**config.mk**
```make
export PLATFORM = sky130hd
export DESIGN_NAME = ram_arbiter
export DESIGN_NICKNAME = d
export VERILOG_FILES = /design/src/rtl/ram_arbiter.sv
export SDC_FILE = /design/constraint.sdc
export NUM_CORES = 1
export LEC_CHECK = 0
export CAP_MARGIN = 20
export CORE_UTILIZATION = 36
export DETAILED_ROUTE_END_ITERATION = 10
export PLACE_DENSITY = 0.85
export SLEW_MARGIN = 0
export SYNTH_ARGS = -nofsm -noshare
export SYNTH_HDL_FRONTEND = slang
export SYNTH_SLANG_ARGS = --single-unit
export TNS_END_PERCENT = 1
```
**constraint.sdc**
```tcl
create_clock -name clk -period 1.7 [get_ports clk]
set_input_delay 0.34 -clock clk [delete_from_list [all_inputs] [get_ports clk]]
set_output_delay 0.34 -clock clk [all_outputs]
set_load 0.02 [all_outputs]
```
**src/rtl/ram_arbiter.sv**
```systemverilog
// Arbiter in front of the single-port board RAM: display > clear engine > game.
// Define RAM_ARB_CLEAR_EN to build the full-RAM clear engine; without it clr_start is ignored.
module ram_arbiter #(
    parameter int AW = 16,
    parameter int DW = 8,
    parameter int DEPTH = 65026,
    parameter logic [DW-1:0] CLR_VAL = '0
) (
    input  logic          clk,
    input  logic          rst_n,
    input  logic          disp_req,
    input  logic [AW-1:0] disp_addr,
    output logic          disp_valid,
    output logic [DW-1:0] disp_data,
    input  logic          gp_req,
    input  logic          gp_we,
    input  logic [AW-1:0] gp_addr,
    input  logic [DW-1:0] gp_wdata,
    output logic          gp_ack,
    output logic          gp_rvalid,
    output logic [DW-1:0] gp_rdata,
    input  logic          clr_start,
    output logic          clr_busy,
    output logic [AW-1:0] ram_a,
    output logic [DW-1:0] ram_d,
    output logic          ram_we,
    input  logic [DW-1:0] ram_q
);

    localparam logic [AW:0] DEPTH_W = (AW+1)'(DEPTH);

    typedef enum logic [1:0] {OWN_NONE, OWN_DISP, OWN_GAME} owner_t;

    owner_t        owner;
    logic          disp_win;
    logic          game_win;
    logic          game_wr_ok;
    logic          clr_wr;
    logic [AW-1:0] clr_addr;
    logic [AW-1:0] a_last;
    logic [DW-1:0] disp_hold;
    logic [DW-1:0] gp_hold;

`ifdef RAM_ARB_CLEAR_EN
    // state    | meaning
    // ST_IDLE  | no clear running, game port may be granted
    // ST_CLEAR | writing CLR_VAL at clr_addr on every cycle the display leaves free
    typedef enum logic {ST_IDLE, ST_CLEAR} clr_state_t;

    localparam logic [AW-1:0] LAST_ADDR = AW'(DEPTH - 1);

    clr_state_t    state, state_nxt;
    logic [AW-1:0] cnt_nxt;

    always_ff @(posedge clk or negedge rst_n) begin
        if (!rst_n) begin
            state    <= ST_IDLE;
            clr_addr <= '0;
        end else begin
            state    <= state_nxt;
            clr_addr <= cnt_nxt;
        end
    end

    always_comb begin
        state_nxt = state;
        cnt_nxt   = clr_addr;
        clr_wr    = 1'b0;
        case (state)
            ST_IDLE: begin
                if (clr_start) begin
                    state_nxt = ST_CLEAR;
                    cnt_nxt   = '0;
                end
            end
            ST_CLEAR: begin
                if (!disp_req) begin
                    clr_wr = 1'b1;
                    if (clr_addr == LAST_ADDR) begin
                        state_nxt = ST_IDLE;
                        cnt_nxt   = '0;
                    end else begin
                        cnt_nxt = clr_addr + 1'b1;
                    end
                end
            end
            default: state_nxt = ST_IDLE;
        endcase
    end

    assign clr_busy = (state == ST_CLEAR);
`else
    logic unused_clr_start;
    assign unused_clr_start = clr_start;
    assign clr_busy = 1'b0;
    assign clr_wr   = 1'b0;
    assign clr_addr = '0;
`endif

    assign disp_win   = rst_n & disp_req;
    assign game_win   = rst_n & gp_req & ~disp_req & ~clr_busy;
    assign game_wr_ok = gp_we & ({1'b0, gp_addr} < DEPTH_W);
    assign gp_ack     = game_win;

    // With no winner the address bus parks on its last value.
    always_comb begin
        ram_a  = a_last;
        ram_d  = '0;
        ram_we = 1'b0;
        if (disp_win) begin
            ram_a = disp_addr;
        end else if (clr_wr) begin
            ram_a  = clr_addr;
            ram_d  = CLR_VAL;
            ram_we = 1'b1;
        end else if (game_win) begin
            ram_a  = gp_addr;
            ram_d  = gp_wdata;
            ram_we = game_wr_ok;
        end
    end

    always_ff @(posedge clk or negedge rst_n) begin
        if (!rst_n) begin
            owner     <= OWN_NONE;
            a_last    <= '0;
            disp_hold <= '0;
            gp_hold   <= '0;
        end else begin
            a_last <= ram_a;
            if (disp_win)
                owner <= OWN_DISP;
            else if (game_win && !gp_we)
                owner <= OWN_GAME;
            else
                owner <= OWN_NONE;
            if (owner == OWN_DISP)
                disp_hold <= ram_q;
            if (owner == OWN_GAME)
                gp_hold <= ram_q;
        end
    end

    // The RAM output register already supplies the one cycle of latency.
    assign disp_valid = (owner == OWN_DISP);
    assign gp_rvalid  = (owner == OWN_GAME);
    assign disp_data  = disp_valid ? ram_q : disp_hold;
    assign gp_rdata   = gp_rvalid ? ram_q : gp_hold;

endmodule
```
==> out/summary.txt <==
Overall Power = 2.40 mW
Post-Syn Area per Cell = 12.2 um^2
Placement Setup Slack = -0.714 ns
die area = 4670 um^2
mapped cell area = 1580 um^2
pin count of the biggest net entering global routing = 32
vias = 1,453
clock-pin slew on the worst setup and hold paths = 0.07 ns
# fillers = 334
setup ws final = -0.0927 ns
Peak VDD IR = 0.000437 V
floorplan row count = 23
HPWL after DPL = 3420 um
Yosys top cell area share = 53.7%
Syn Nets = 184
register bit total from synthesis = 34
Leakage = 1.33 nW
Initial Util = 38.5%
status = complete, but fails checks
Area contributors post-synth = dfrtp_1, a22oi_2, mux2_2, nand2_1, and2_1
Vias/cell = 4.86
Req. time, crit path = 1.36 ns
Final Util = 66.5%
kind of start point of the critical path = flop
maxcap violations = 0
crit path DAT = 1.45 ns
Post-Layout Inst Area = 2740 um^2
vias in the first global route = 1,490
remaining global-route overflow = 0
Die W = 68.3 um
layout cell share with drive strength beyond 1 = 45.8%
Yosys top cell by area = dfrtp_1
H-tree depth = 2
multi-input logic area = 697 um^2
first-pass GRT wire length = 6760 um
Core Area = 4120 um^2
WS Path Type = flop to primary output
DR WL/cell = 15.0 um
total negative slack = -1.48 ns
Post-Synthesis Cells = 130
Min-Delay Path Class = primary input to async pin
failing checks = negative setup slack
Area Overhead vs Synth = 72.7%
Post-DRT Antenna Nets = 0
Clk Latency, worst-skew pair = 0.28 ns
CTS sink count = 34
CTS tree = yes
Final Cycle Share = 105%
Final setup viols = 21
Final Hold Fails = 0
Hold Slack = 0.0305 ns
initial antenna violation count = 0
PortBufs = 96
final WL = 4490 um
fin crit period = 1.79 ns
Pins Over Slew Limit = 0
post-synthesis sequential area ratio = 53.7%
Setup crit end kind = primary output
DR pass1 iterations = 4
DP Area = 2690 um^2
Pwr Density = 876 nW/um^2
Root Driver = clkbuf_8
Synth cell types = 22
Max Fclk = 0.558 GHz
RSZ-0062 raised after global routing = yes
placed instance count = 288
gr usage total = 20.3%
antenna cells = 0
worst-path maximum fanout = 5
register area = 851 um^2
CTS Buffer Depth = 2
Nets = 302
Residual DRC = 0
die height = 68.3 um
first-iteration detailed-routing DRC count = 43
GP Congestion = 0.765
I/O Pins = 99
Non-Filler Instances = 299
CTS buffer count = 5
Setup Skew = 0.00450 ns
Yosys Warn Count = 0
-- registers in the layout, indices dropped and copies added (netlist names) --
signal / flops
a_last: 16
disp_hold: 8
gp_hold: 8
owner: 2
-- worst max-delay path, cell delays in order, from the launching register on --
cell and delay, ns:
dfrtp_1 0.41, nor2b_4 0.15, buf_6 0.15, mux2_4 0.32, buf_6 0.13
-- area by class of cell --
cell class                 instances  share of cell area [%]
inverter                           1                   0.137
multi-input combinational         86                    25.5
clock buffer                       7                    3.16
clock inverter                     1                   0.183
timing repair buffer             120                    37.6
sequential                        34                    31.1
tap                               50                    2.29
-- metal layers --
layer	vias to the layer above	GRT usage (%)	part of all wire, %
met5	-	0	0
met4	0	6.25	1.4
met3	7	7.67	7.9
met2	75	36.9	52
met1	690	21.4	38
li1	681	-	-
-- cell usage in the layout (no fill, tap or decap), types with 2 or more instances in the layout --
| cell | synthesis | final |
|---|---|---|
| clkdlybuf4s50_1 | 0 | 44 |
| dfrtp_1 | 34 | 34 |
| nand2_1 | 33 | 33 |
| buf_2 | 3 | 27 |
| buf_4 | 1 | 25 |
| a22oi_2 | 16 | 16 |
| buf_6 | 3 | 12 |
| mux2_4 | 0 | 8 |
| mux2_2 | 16 | 8 |
| and2_1 | 8 | 7 |
| clkbuf_8 | 0 | 6 |
| dlygate4sd2_1 | 0 | 5 |
| clkdlybuf4s15_1 | 0 | 3 |
| and2_4 | 1 | 2 |
| nor4_2 | 0 | 2 |
| buf_12 | 1 | 2 |
-- power by group --
group | internal (mW) | switching, mW | leakage (nW)
combinational | 0.410 | 0.418 | 0.867
sequential | 0.934 | 0.0330 | 0.411
clock | 0.326 | 0.276 | 0.0482
-- logic make-up after synthesis --
family	synth area share, %
other	0.237
AOI/OAI and AO/OA	13.7
muxes	11.4
DFF	53.7
and+or+nand+nor	15.0
buffers and inverters	6.00
-- final timing paths --
kind | startpoint | end | slack, ns | cells after the start
worst max-delay path | owner[1]$_DFF_PN0_ | disp_data[2] | -0.09 | 4
worst min-delay path | rst_n | a_last[6]$_DFF_PN0_ | 0.03 | 2
worst max register to register | owner[1]$_DFF_PN0_ | disp_hold[3]$_DFF_PN0_ | 0.43 | 4
worst min register to register | a_last[12]$_DFF_PN0_ | a_last[12]$_DFF_PN0_ | 0.47 | 2
max in group asynchronous | rst_n | a_last[13]$_DFF_PN0_ | 1.24 | 2
min in group clk | a_last[12]$_DFF_PN0_ | a_last[12]$_DFF_PN0_ | 0.47 | 2
-- cell usage after synthesis --
| master | count |
|---|---|
| o21ai_2 | 1 |
| conb_1 | 1 |
| a22oi_2 | 16 |
| nor2b_1 | 2 |
| nor2_1 | 1 |
| buf_12 | 1 |
| nor4_1 | 2 |
| mux2_2 | 16 |
| nand3_1 | 1 |
| inv_1 | 1 |
| buf_6 | 3 |
| buf_4 | 1 |
| a211oi_1 | 1 |
| buf_2 | 3 |
| buf_8 | 1 |
| nand2b_1 | 1 |
| dfrtp_1 | 34 |
| and2_1 | 8 |
| and2_4 | 1 |
| and3b_1 | 1 |
| nand2_1 | 33 |
| nand4_1 | 1 |
-- repair_timing --
action                                  in CTS  in global routing
cloned                                       1                  0
endpoints found under the setup margin      44                 42
pin swaps                                    4                  2
hold buffers                                 0                  0
setup buffers                                1                  1
gates resized for setup                    186                 37
Note: power is estimated with default switching activity, not from simulation.
